==> src/rtl/fetch_stage.sv <==
// Instruction fetch: PC, sync I-mem interface, IF/ID register, redirects.
// Optional FETCH_PERF_CNT_EN adds saturating fetch/stall/flush counters.
module fetch_stage #(
   parameter int                 ADDR_W   = 32,
   parameter int                 INSTR_W  = 32,
   parameter int                 PC_STEP  = 4,
   parameter logic [ADDR_W-1:0]  RESET_PC = '0,
   parameter logic [INSTR_W-1:0] NOP_WORD = '0
) (
   input  logic               clk,
   input  logic               rst_n,
   input  logic               Stall,
   input  logic [1:0]         JMPSel,
   input  logic [ADDR_W-1:0]  JumpTarget,
   input  logic [ADDR_W-1:0]  RegTarget,
   input  logic               BranchTaken,
   input  logic [ADDR_W-1:0]  BranchTarget,
   output logic [ADDR_W-1:0]  IAddr,
   output logic               IEn,
   input  logic [INSTR_W-1:0] IRData,
   output logic [INSTR_W-1:0] Instr,
   output logic [4:0]         OPcode,
   output logic [2:0]         ALUop,
   output logic [ADDR_W-1:0]  DPC,
   output logic [ADDR_W-1:0]  DPCPlus,
   output logic               DValid,
   output logic               DKill,
   output logic [31:0]        PerfFetched,
   output logic [31:0]        PerfStalled,
   output logic [31:0]        PerfFlushed
);

   localparam logic [ADDR_W-1:0] STEP = ADDR_W'(PC_STEP);

   logic [ADDR_W-1:0] pc_q, pc_d;
   logic [ADDR_W-1:0] dpc_q, dpc_d;
   logic              dvalid_q, dvalid_d;
   logic              jump_req;
   logic [ADDR_W-1:0] jump_tgt;

   assign jump_req = dvalid_q & (JMPSel == 2'b01 | JMPSel == 2'b10);
   assign jump_tgt = JMPSel[0] ? JumpTarget : RegTarget;

   always_comb begin
      pc_d     = pc_q + STEP;
      dpc_d    = pc_q;
      dvalid_d = 1'b1;
      unique case (1'b1)
         BranchTaken: begin
            pc_d     = BranchTarget;
            dpc_d    = dpc_q;
            dvalid_d = 1'b0;
         end
         (!BranchTaken && Stall): begin
            pc_d     = pc_q;
            dpc_d    = dpc_q;
            dvalid_d = dvalid_q;
         end
         // fetch already issued at PC+STEP is squashed
         (!BranchTaken && !Stall && jump_req): begin
            pc_d     = jump_tgt;
            dvalid_d = 1'b0;
         end
         default: begin
            pc_d     = pc_q + STEP;
            dpc_d    = pc_q;
            dvalid_d = 1'b1;
         end
      endcase
   end

   always_ff @(posedge clk or negedge rst_n) begin
      if (!rst_n) begin
         pc_q     <= RESET_PC;
         dpc_q    <= '0;
         dvalid_q <= 1'b0;
      end else begin
         pc_q     <= pc_d;
         dpc_q    <= dpc_d;
         dvalid_q <= dvalid_d;
      end
   end

   assign IAddr   = pc_q;
   assign IEn     = ~rst_n | ~Stall | BranchTaken;
   assign Instr   = dvalid_q ? IRData : NOP_WORD;
   assign OPcode  = Instr[INSTR_W-1 -: 5];
   assign ALUop   = Instr[INSTR_W-6 -: 3];
   assign DPC     = dpc_q;
   assign DPCPlus = dpc_q + STEP;
   assign DValid  = dvalid_q;
   assign DKill   = BranchTaken;

`ifdef FETCH_PERF_CNT_EN
   logic [31:0] perf_fetched_q, perf_fetched_d;
   logic [31:0] perf_stalled_q, perf_stalled_d;
   logic [31:0] perf_flushed_q, perf_flushed_d;

   function automatic logic [31:0] sat_inc(
      input logic [31:0] v,
      input logic        en
   );
      return (en && v != 32'hFFFF_FFFF) ? v + 32'd1 : v;
   endfunction

   always_comb begin
      perf_fetched_d = sat_inc(perf_fetched_q,
                               dvalid_q & ~Stall & ~BranchTaken);
      perf_stalled_d = sat_inc(perf_stalled_q,
                               Stall & ~BranchTaken);
      perf_flushed_d = sat_inc(perf_flushed_q,
                               BranchTaken | (~Stall & jump_req));
   end

   always_ff @(posedge clk or negedge rst_n) begin
      if (!rst_n) begin
         perf_fetched_q <= '0;
         perf_stalled_q <= '0;
         perf_flushed_q <= '0;
      end else begin
         perf_fetched_q <= perf_fetched_d;
         perf_stalled_q <= perf_stalled_d;
         perf_flushed_q <= perf_flushed_d;
      end
   end

   assign PerfFetched = perf_fetched_q;
   assign PerfStalled = perf_stalled_q;
   assign PerfFlushed = perf_flushed_q;
`else
   assign PerfFetched = '0;
   assign PerfStalled = '0;
   assign PerfFlushed = '0;
`endif

endmodule

==> config.mk <==
export PLATFORM = sky130hd
export DESIGN_NAME = fetch_stage
export DESIGN_NICKNAME = d
export VERILOG_FILES = /design/src/rtl/fetch_stage.sv
export SDC_FILE = /design/constraint.sdc
export NUM_CORES = 1
export LEC_CHECK = 0
export ABC_AREA = 1
export BUFFER_PORTS_ARGS = -buffer_cell sky130_fd_sc_hd__buf_2
export CELL_PAD_IN_SITES_DETAIL_PLACEMENT = 0
export CELL_PAD_IN_SITES_GLOBAL_PLACEMENT = 1
export CORE_MARGIN = 2
export CORE_UTILIZATION = 26
export DETAILED_ROUTE_END_ITERATION = 8
export PLACE_DENSITY = 0.83
export REMOVE_ABC_BUFFERS = 1
export SLEW_MARGIN = 25
export SYNTH_ARGS = -nofsm -noshare
export SYNTH_HDL_FRONTEND = slang
export SYNTH_SLANG_ARGS = --single-unit
==> constraint.sdc <==
create_clock -name clk -period 1.4 [get_ports clk]
set_input_delay 0.07 -clock clk [delete_from_list [all_inputs] [get_ports clk]]
set_output_delay 0.07 -clock clk [all_outputs]
set_load 0.02 [all_outputs]
* Word level (Yosys, flattened, before mapping)
Cells that the tools add are included.
** Storage, ports and cells
- Register bits :: 65
- Output and inout bits :: 235
- Logic and storage cells :: 24
** Operators by class
- Add/subtract/negate cells :: 2
- Equality and inequality tests :: 2
- Muxes and demuxes :: 4
- Bitwise operators :: 6
- Reductions and logical operators :: 7
** Operators by type and width (number)
- 32-bit one-hot mux with 3 select lines :: 1
- 32-bit by 3-bit adder with 32-bit output (second input constant) :: 2
- 32-bit two-way mux :: 2
- 2-bit OR reduction :: 2
- 1-bit logical AND :: 3
- 1-bit OR :: 3
- 2-bit by 1-bit == test with 1-bit output (second input constant) :: 1
- 2-bit == test (second input constant) :: 1
- 1-bit zero test :: 2
- 1-bit inverter :: 2
- 1-bit one-hot mux with 2 select lines :: 1
- 1-bit bitwise AND :: 1

* Logic depth before layout (Yosys ltp)
Gate-level depths: netlist of run 1.
- Depth in word-level cells :: 6
- Depth in mapped cells :: 11

* Worst setup path after synthesis of run 1
No wires, ideal clock.
- Path type :: flip-flop to output port
- Start point :: reg dpc_q[2] (netlist: DPC[2])
- End point :: out DPCPlus[20]
- Data arrival time :: 1.730 ns
- Required time :: 1.330 ns
- Slack :: -0.400 ns
- Stages on the path, launching flop included :: 9
- Path through :: dfrtp_1 > ha_1 > nand3_2 > inv_2 > nand2_1 > nor2_2 > nand3_2 > nor2_1 > xor2_1
** On the way
- Cells in the longest elaborated chain, start to end :: 1
** RTL lines
- start: declaration :: RTL line 36 : logic [ADDR_W-1:0] dpc_q, dpc_d;
- start signal: assignment :: RTL line 79 : dpc_q <= dpc_d;
- 32-bit by 3-bit adder with 32-bit output :: RTL line 90 : assign DPCPlus = dpc_q + STEP;
- end: declaration :: RTL line 25 : output logic [ADDR_W-1:0] DPCPlus,
Every way passes these cells.

* Worst setup path after layout of run 1
- Start point :: reg dpc_q[13] (netlist: DPC[13])
- End point :: out DPCPlus[30]
Same word-level chain as after synthesis.

==> results_dict.tcl, run 1 <==
set metrics [dict create \
    status "complete, but fails checks" \
    violations "negative setup slack" \
    max_stage_delay_ns 0.43 \
    drt-total-wl_mm 24.0 \
    dpl.cell_count 1528 \
    slew_viol_final 0 \
    timing.rr.end "IAddr[24]" \
    cts.path.max_buffers 2 \
    num_vias 6891 \
    multiInputGateArea_mm2 0.00405 \
    layout.nets 1454 \
    gr-total-overflow 0 \
    core_area_mm2 0.0225 \
    r2r_slack_ns -0.17 \
    ff2ff_path_depth 10 \
    arrival_ns 1.84 \
    ant_nets 0 \
    antenna_found_initial 0 \
    hold_viol 0 \
    synth_top_family_by_area "simple AND/OR/NAND/NOR gates" \
    io_pins 369 \
    synthTopCellsByArea "dfrtp_1 (27%), nand2_1 (16%), buf_4 (14%)" \
    grt_max_degree 58 \
    dr.pass1.iters 4 \
    r2r-start "IAddr[2]" \
    fp.dieH_um 155 \
    synth_compound_area_frac 0.0869 \
    grt_pass1_wl_mm 34.1 \
    fmax_mhz 525 \
    hold_depth 5 \
    yosysTopAreaCellShare 0.274 \
    p_per_area_mw_per_mm2 945 \
    synthArstFlopShare 1.00 \
    period_needed_ns 1.91 \
    cp_max_fo 3 \
    clkSlewWorstSetupHoldPaths_ns 0.06 \
    finalCritPeriodShare 1.36 \
    slowest_stage "dfrtp_1" \
    track_usage 0.181 \
    finalNonFillerCells 1608 \
    synth_edf_count 0 \
    dp_slack_ns -0.200 \
    synth_top_cell_by_area "dfrtp_1" \
    cts.sink_count 65 \
    synth-seq-area-share 0.274 \
    first_iter_violations 367 \
    io_buffers 272 \
    insertion_delay_ns 0.34 \
    holdPathEnd "IAddr[29]" \
    synthAdderAreaFrac 0.00422 \
    fin_ws_ns -0.505 \
    finClkSkew_ns 0.00747 \
    fillers 2257 \
    min-delay-start "BranchTarget[29]" \
    holdWs_ns 0.0102 \
    fp-row-count 55 \
    finalSetupViolations 45 \
    drv_cap 0 \
    synth_mux_area_frac 0.0561 \
    grt_pass1_vias 6307 \
    ys_seq_elements 65 \
    synth-xor-area-share 0.0514 \
    synth_ff_type "dfrtp_1" \
    p_leak_nw 5.58 \
    gp_congestion 0.874 \
    antenna_cells 0 \
    die_area_mm2 0.0240 \
    crit_path_end_kind "output port" \
    irDropWorstVdd_v 0.000536 \
    avgRoutedWirePerCell_um 14.9 \
    area_delta_synth_final_pct 70.1 \
    path_class "flip-flop to output port" \
    cts_tree "done" \
    seq_area_mm2 0.00164 \
    drive_above_1_share 0.525 \
    synthDistinctLibCells 38 \
    synth_cells 862 \
    worst_ep_required_time_ns 1.33 \
    hpwl_mm 18.3 \
    path_cells "inv_2 -> nor3_2 -> buf_4 -> nand2_4 -> nor2_4 -> nand3b_1 -> xnor2_1 -> buf_2" \
    route.detailed.drc 0 \
    cts_root_buffer "clkbuf_16" \
    hold_path_class "input port to flip-flop" \
    syn-cell-area_mm2 0.00593 \
    synthSimpleGateAreaFrac 0.303 \
    numCtsBuffers 9 \
    vias_per_cell 4.29 \
    syn_avg_cell_area_um2 6.88 \
    yosys_warnings 0 \
    startpoint_type "flip-flop" \
    htree_num_levels 3 \
    die_w_um 155 \
    rsz0062_at_grt "yes" \
    initial_utilization 0.264 \
    final_core_util 0.449 \
]
-- layer usage --
| metal | vias to the layer above | share of wire | track usage |
|---|---|---|---|
| met2 | 240 | 0.47 | 0.287 |
| met4 | 0 | 0.024 | 0.0600 |
| li1 | 3430 | - | - |
| met3 | 35 | 0.046 | 0.0226 |
| met5 | - | 0 | 0 |
| met1 | 3186 | 0.46 | 0.257 |
-- placed cells by master, fill, tap and decap left out, types with 15 or more instances in the layout --
| master | count |
|---|---|
| buf_2 | 237 |
| nand2_1 | 219 |
| buf_4 | 192 |
| conb_1 | 96 |
| inv_1 | 71 |
| dfrtp_1 | 57 |
| buf_6 | 42 |
| o21ai_0 | 34 |
| nand2_2 | 28 |
| nor2_4 | 24 |
| nor2_1 | 24 |
| a21oi_1 | 21 |
| nand2_4 | 19 |
| xor2_1 | 19 |
| nand3_1 | 18 |
| mux2_2 | 18 |
| nor2_2 | 17 |
| inv_2 | 16 |
| o21ai_1 | 15 |
-- registers in the layout (all words and copies together), names as in the netlist --
signal / cells
IAddr: 32
DPC: 32
DValid: 1
-- synth_stat cells, drive strengths merged (2+ instances only) --
library cell    n
nor3           22
o21ai          57
buf           124
dfrtp          65
nand2         269
mux2i          13
xor2           25
mux2           18
clkbuf         10
a21oi          28
inv            93
nand3          33
ha              2
nor2           65
xnor2           9
nand4          13
a31oi           4
o211ai          6
-- logic make-up after synthesis --
logic type,count (synthesis)
xor+xnor,34
buf+inv,227
simple gates,405
flops,65
mux,31
compound gates,97
fa+ha+maj,2
other cells,1
-- power breakdown --
| group | switching [W] | internal (W) |
|---|---|---|
| Clock | 0.000847 | 0.00192 |
| Sequential | 0.000309 | 0.00215 |
| Combinational | 0.00246 | 0.00186 |
-- timing repair --
item | 4_1_cts | 5_1_grt
endpoints found under the hold margin | 68 | 0
gates cloned | 0 | 4
pin swaps | 51 | 78
hold buffers | 4 | 0
setup buffers | 30 | 34
gates resized for setup | 122 | 172
setup endpoints to repair | 81 | 83
-- layout make-up --
type	count	area share
Timing Repair Buffer	482	0.325
Inverter	93	0.0387
Multi-Input combinational cell	665	0.401
Timing Repair inverter	2	0.00223
Clock buffer	11	0.0230
Clock inverter	5	0.0126
Sequential cell	65	0.162
Tap cell	285	0.0353
-- how the worst max path moves through the flow --
stage                       end  slack [ns]  cells after the start  startpoint
finish              DPCPlus[30]       -0.51                      8     DPC[13]
CTS                 DPCPlus[31]       -0.48                      8     DPC[11]
floorplan             IAddr[16]       -0.49                      9      DValid
global route        DPCPlus[20]       -0.59                      9      DPC[2]
detailed placement  DPCPlus[30]       -0.20                      8      DPC[9]
global placement    DPCPlus[18]       -0.19                      8     DPC[13]
-- metrics by stage --
stage	power [W]	setup TNS [ns]	area [um2]
after global placement	0.00597	-2.48	8200
after global routing	0.0100	-16.80	10100
after CTS	0.00917	-11.14	9230
final	0.00955	-11.26	10100
after detailed placement	0.00601	-3.49	8200
after floorplan	0.00418	-18.06	5320
-- critical path, delay by kind of cell, from the launching register on --
family	cells	cell delay, ns
buf+inv	3	0.41
flops	1	0.43
simple gates	4	0.51
xor+xnor	1	0.16
(Power assumes the default switching activity.)
==> inputs of run 2 (changes only) <==
--- a/config.mk
+++ b/config.mk
@@ -5,14 +5,14 @@
 export SDC_FILE = /design/constraint.sdc
 export NUM_CORES = 1
 export LEC_CHECK = 0
-export ABC_AREA = 1
+export ABC_AREA = 0
 export BUFFER_PORTS_ARGS = -buffer_cell sky130_fd_sc_hd__buf_2
 export CELL_PAD_IN_SITES_DETAIL_PLACEMENT = 0
 export CELL_PAD_IN_SITES_GLOBAL_PLACEMENT = 1
 export CORE_MARGIN = 2
 export CORE_UTILIZATION = 26
 export DETAILED_ROUTE_END_ITERATION = 8
-export PLACE_DENSITY = 0.83
+export PLACE_DENSITY = 0.82
 export REMOVE_ABC_BUFFERS = 1
 export SLEW_MARGIN = 25
 export SYNTH_ARGS = -nofsm -noshare
==> results_dict.tcl, run 2 <==
set metrics [dict create \
    status "complete, but fails checks" \
    violations "negative setup slack" \
    first_iter_violations 154 \
    startpoint_type "flip-flop" \
    drt-total-wl_mm 21.4 \
    initial_utilization 0.267 \
    track_usage 0.189 \
    crit_path_end_kind "output port" \
    arrival_ns 2.13 \
    synthArstFlopShare 1.00 \
    drv_cap 0 \
    grt_max_degree 66 \
    finalCritPeriodShare 1.57 \
    grt_pass1_vias 5513 \
    rsz0062_at_grt "yes" \
    multiInputGateArea_mm2 0.00354 \
    power_w 0.00942 \
    ant_nets 0 \
    grt_pass1_wl_mm 31.3 \
    gr-total-overflow 0 \
    p_leak_nw 4.56 \
    yosysTopAreaCellShare 0.311 \
    cts_root_buffer "clkbuf_16" \
    p_per_area_mw_per_mm2 1030 \
    clkSlewWorstSetupHoldPaths_ns 0.05 \
    hold_viol 0 \
    max_stage_delay_ns 0.49 \
    seq_area_mm2 0.00163 \
    fp.dieH_um 146 \
    hpwl_mm 15.7 \
    synth_cells 551 \
    antenna_found_initial 2 \
    yosys_warnings 0 \
    cp_max_fo 4 \
    slowest_stage "or4_4" \
    numCtsBuffers 9 \
    synth_top_cell_by_area "dfrtp_1" \
    finalSetupViolations 73 \
    gp_congestion 0.780 \
    critPathTopFamily "simple AND/OR/NAND/NOR gates" \
    io_pins 369 \
    fmax_mhz 455 \
    synth_ff_type "dfrtp_1" \
    hold_path_class "input port to flip-flop" \
    synthDistinctLibCells 53 \
    path_cells "ha_2 -> and4_4 -> nand4_1 -> or4_4 -> xnor2_2 -> buf_2" \
    dr.pass1.iters 5 \
    insertion_delay_ns 0.34 \
    cts_tree "done" \
    drive_above_1_share 0.631 \
    final_core_util 0.468 \
    dp_slack_ns -0.626 \
    die_w_um 146 \
    avgRoutedWirePerCell_um 17.2 \
    synth_edf_count 0 \
    cts.path.max_buffers 2 \
    slew_viol_final 0 \
    post-synth-top-count-cell "buf_4" \
    path_buf_inv 1 \
    mostFrequentLayoutCell "buf_2" \
    finClkSkew_ns 0.0102 \
    irDropWorstVdd_v 0.000489 \
    synth-seq-area-share 0.311 \
    area_delta_synth_final_pct 75.6 \
    syn_avg_cell_area_um2 9.48 \
    period_needed_ns 2.20 \
    fin_ws_ns -0.796 \
    fp-row-count 51 \
    worst_ep_required_time_ns 1.33 \
    final_cell_mix "buf_2 (207), buf_4 (144), conb_1 (96)" \
    ys_seq_elements 65 \
    vias_per_cell 4.42 \
    cts.sink_count 65 \
    htree_num_levels 3 \
    core_area_mm2 0.0196 \
    route.detailed.drc 0 \
    layout.nets 1108 \
    synth_common_cells "buf_4 (109), dfrtp_1 (65), mux2_2 (50)" \
    syn-cell-area_mm2 0.00523 \
    num_vias 5494 \
    die_area_mm2 0.0212 \
    io_buffers 272 \
    synthTopCellsByArea "dfrtp_1 (31%), buf_4 (16%), mux2_2 (11%)" \
    path_class "flip-flop to output port" \
    fillers 1902 \
]
## run 2: layout make-up
class / instances / area share
antenna: 2 / 0.000546
inverter: 5 / 0.00232
timing repair buffer: 449 / 0.366
sequential: 65 / 0.178
tap: 265 / 0.0361
clock inverter: 3 / 0.00436
multi-input combinational: 442 / 0.386
clock buffer: 13 / 0.0273
## run 2: per-layer routing
| layer | up-vias | global-route usage | routed length, um |
|---|---|---|---|
| li1 | 2625 | - | - |
| met1 | 2638 | 0.238 | 9060 |
| met2 | 219 | 0.328 | 10900 |
| met3 | 12 | 0.0498 | 1320 |
| met4 | 0 | 0.0377 | 153 |
| met5 | - | 0 | 0 |
## run 2: per-stage QoR
stage	area [um2]	hold WS [ns]	setup TNS [ns]	std cells
global placement	7290	0.153	-10.85	1167
floorplan	4600	-0.226	-35.54	511
CTS	8760	0.00400	-20.80	1226
global route	9170	0.0222	-25.89	1244
detailed placement	7290	0.155	-12.59	1167
finish	9170	0.0146	-18.04	1244
## run 2: report_power, final
part	switching (W)	leakage, nW	internal (W)
sequential	0.000278	0.782	0.00221
combinational	0.00255	3.64	0.00210
clock	0.000857	0.144	0.00142
total	0.00368	4.56	0.00573
## run 2: worst paths after layout
check	cells after the start	end	slack, ns	from
setup / recovery	6	DPCPlus[22]	-0.80	DPC[2]
hold / removal	3	IAddr[30]	0.01	BranchTarget[30]
setup reg to reg	7	IAddr[26]	-0.28	IAddr[7]
hold reg to reg	1	DPC[1]	0.54	DPC[1]
max in group asynchronous	3	IAddr[2]	0.75	rst_n
min in group asynchronous	3	IAddr[23]	0.36	rst_n
## run 2: repair_timing
| action | CTS | global route |
|---|---|---|
| setup endpoints to repair | 98 | 102 |
| cloned | 4 | 3 |
| pin swaps | 50 | 50 |
| gates resized for setup | 222 | 78 |
| setup buffers | 27 | 23 |
| hold buffers | 14 | 0 |
| hold endpoints to repair | 78 | 0 |
## run 2: logic make-up (layout without fill, tap and decap cells)
| logic type | after synthesis | in the layout | synth area share |
|---|---|---|---|
| muxes | 63 | 63 | 0.133 |
| AOI/OAI and AO/OA | 72 | 73 | 0.102 |
| buffers and inverters | 140 | 470 | 0.191 |
| and+or+nand+nor | 159 | 159 | 0.175 |
| other | 1 | 98 | 0.000718 |
| DFF | 65 | 65 | 0.311 |
| adders and majority gates | 2 | 2 | 0.00479 |
| xor gates and xnor gates | 49 | 49 | 0.0821 |
## run 2: tightest hold or removal path, cell delays in order
cell,delay (ns)
buf_2,0.08
a222oi_1,0.09
o21ai_1,0.07
==> inputs of run 3 (changes only) <==
--- a/config.mk
+++ b/config.mk
@@ -9,10 +9,9 @@
 export BUFFER_PORTS_ARGS = -buffer_cell sky130_fd_sc_hd__buf_2
 export CELL_PAD_IN_SITES_DETAIL_PLACEMENT = 0
 export CELL_PAD_IN_SITES_GLOBAL_PLACEMENT = 1
-export CORE_MARGIN = 2
 export CORE_UTILIZATION = 26
 export DETAILED_ROUTE_END_ITERATION = 8
-export PLACE_DENSITY = 0.82
+export PLACE_DENSITY_LB_ADDON = 0.3
 export REMOVE_ABC_BUFFERS = 1
 export SLEW_MARGIN = 25
 export SYNTH_ARGS = -nofsm -noshare
==> results_dict.tcl, run 3 (same netlist as run 2, synthesis figures left out) <==
set metrics [dict create \
    status "complete, but fails checks" \
    violations "negative setup slack" \
    die_w_um 144 \
    ff2ff_path_depth 5 \
    clkSlewWorstSetupHoldPaths_ns 0.06 \
    crit_end "DPCPlus[22]" \
    p_leak_nw 4.46 \
    finClkSkew_ns 0.00919 \
    cts.path.max_buffers 2 \
    insertion_delay_ns 0.33 \
    r2r-start "IAddr[12]" \
    path_buf_inv 1 \
    path_cells "ha_2 -> and4_4 -> nand4_1 -> or4_4 -> xnor2_2 -> buf_4" \
    cts_tree "done" \
    sw_frac_of_total 0.393 \
    io_pins 369 \
    p_int_w 0.00563 \
    gr-total-overflow 0 \
    period_needed_ns 2.16 \
    route.detailed.drc 0 \
    grt_pass1_wl_mm 28.1 \
    io_buffers 272 \
    irDropWorstVdd_v 0.000649 \
    gp_congestion 0.788 \
    cp_max_fo 3 \
    r2r_slack_ns -0.21 \
    drive_above_1_share 0.627 \
    p_per_area_mw_per_mm2 1030 \
    cts.sink_count 65 \
    critPathTopFamily "simple AND/OR/NAND/NOR gates" \
    htree_num_levels 3 \
    timing.rr.end "IAddr[31]" \
    switchingPower_w 0.00365 \
    hold_viol 0 \
    cp.depth 6 \
    fmax_mhz 463 \
    ant_nets 0 \
    grt_max_degree 45 \
    cts_root_buffer "clkbuf_16" \
    vias_per_cell 4.37 \
    crit_path_start "DPC[2]" \
    fp.dieH_um 144 \
    antenna_cells 0 \
    antenna_found_initial 0 \
    pwr-share-seq 0.263 \
    initial_utilization 0.267 \
    finalNonFillerCells 1227 \
    rsz0062_at_grt "yes" \
    area_delta_synth_final_pct 72.7 \
    grt_pass1_vias 5027 \
    finalSetupViolations 74 \
    numCtsBuffers 9 \
    avgRoutedWirePerCell_um 16.3 \
    track_usage 0.183 \
    holdWs_ns 0.0145 \
    drt-total-wl_mm 20.0 \
    max_stage_delay_ns 0.47 \
    p_clk_frac 0.232 \
    final_cell_mix "buf_2 (205), buf_4 (143), conb_1 (96)" \
    arrival_ns 2.09 \
    finalCritPeriodShare 1.54 \
    layout.nets 1093 \
    die_area_mm2 0.0207 \
    hpwl_mm 14.9 \
    mostFrequentLayoutCell "buf_2" \
    drv_cap 0 \
    fin_ws_ns -0.759 \
    hold_path_class "input port to flip-flop" \
    slew_viol_final 0 \
    path_class "flip-flop to output port" \
    pwr-share-comb 0.505 \
    crit_path_end_kind "output port" \
    slowest_stage "or4_4" \
    startpoint_type "flip-flop" \
    core_area_mm2 0.0196 \
    first_iter_violations 176 \
    worst_ep_required_time_ns 1.33 \
    num_vias 5363 \
    dr.pass1.iters 5 \
    fp-row-count 51 \
    dpl.cell_count 1175 \
]
-- run 3: cell types whose count changed in the layout (fill, tap and decap cells not counted), sizes merged --
cell,before,now
buf,433,418
clkinvlp,0,2
diode,2,0
a31o,3,2
bufinv,1,0
clkinv,2,3
dlygate4sd3,14,13
-- run 3: layer usage --
| layer | up-vias | track usage | wire length, um |
|---|---|---|---|
| met5 | - | 0 | 0 |
| met4 | 0 | 0.0420 | 197 |
| met3 | 13 | 0.0280 | 976 |
| met2 | 222 | 0.317 | 9760 |
| met1 | 2549 | 0.236 | 9060 |
| li1 | 2579 | - | - |
-- run 3: what timing repair did --
action / in CTS / in global routing
endpoints found under the setup margin: 94 / 97
endpoints found under the hold margin: 37 / 0
buffers inserted: 19 / 7
gates resized for setup: 110 / 170
pin swaps: 65 / 49
hold buffers: 13 / 0
cloned: 1 / 4
-- run 3: power groups by stage --
stage          combinational (W)  sequential [W]  clock (W)
2_1_floorplan            0.00143         0.00308          0
3_3_place_gp             0.00394         0.00245          0
3_5_place_dp             0.00395         0.00246          0
4_1_cts                  0.00427         0.00243    0.00224
5_1_grt                  0.00502         0.00249    0.00229
6_report                 0.00468         0.00244    0.00215
-- run 3: final cells by class --
type / count / area, um2
Inverter: 5 / 18.8
Multi-Input combinational cell: 441 / 3550
Fill cell: 1935 / 10600
Clock inverter: 5 / 30.0
Sequential cell: 65 / 1630
Timing Repair Buffer: 435 / 3210
Tap cell: 265 / 332
Clock buffer: 11 / 253
-- run 3: worst min path at each step --
stage	startpoint	to	slack, ns	depth (start not counted)
final	BranchTarget[24]	IAddr[24]	0.01	3
after global routing	BranchTarget[23]	IAddr[23]	0.01	3
after global placement	rst_n	DPC[0]	0.001	1
after CTS	BranchTarget[20]	IAddr[20]	0.003	3
after floorplan	rst_n	DPC[0]	-0.23	0
after detailed placement	rst_n	DPC[0]	0.003	1
-- run 3: per-stage QoR --
stage               total power (W)  worst slack (ns)  setup TNS, ns   util  instance area (um2)
finish                      0.00927            -0.759         -16.23  0.461                 9020
detailed placement          0.00641            -0.588         -12.55  0.374                 7340
floorplan                   0.00451            -0.894         -35.54      -                 4600
CTS                         0.00894            -0.774         -17.93  0.424                 8300
global route                0.00980            -0.870         -23.51  0.461                 9020
global placement            0.00639            -0.568         -11.31  0.374                 7340
-- run 3: tightest hold or removal path: stages --
cell      delay [ns]
buf_2           0.08
a222oi_1        0.08
o21ai_1         0.07
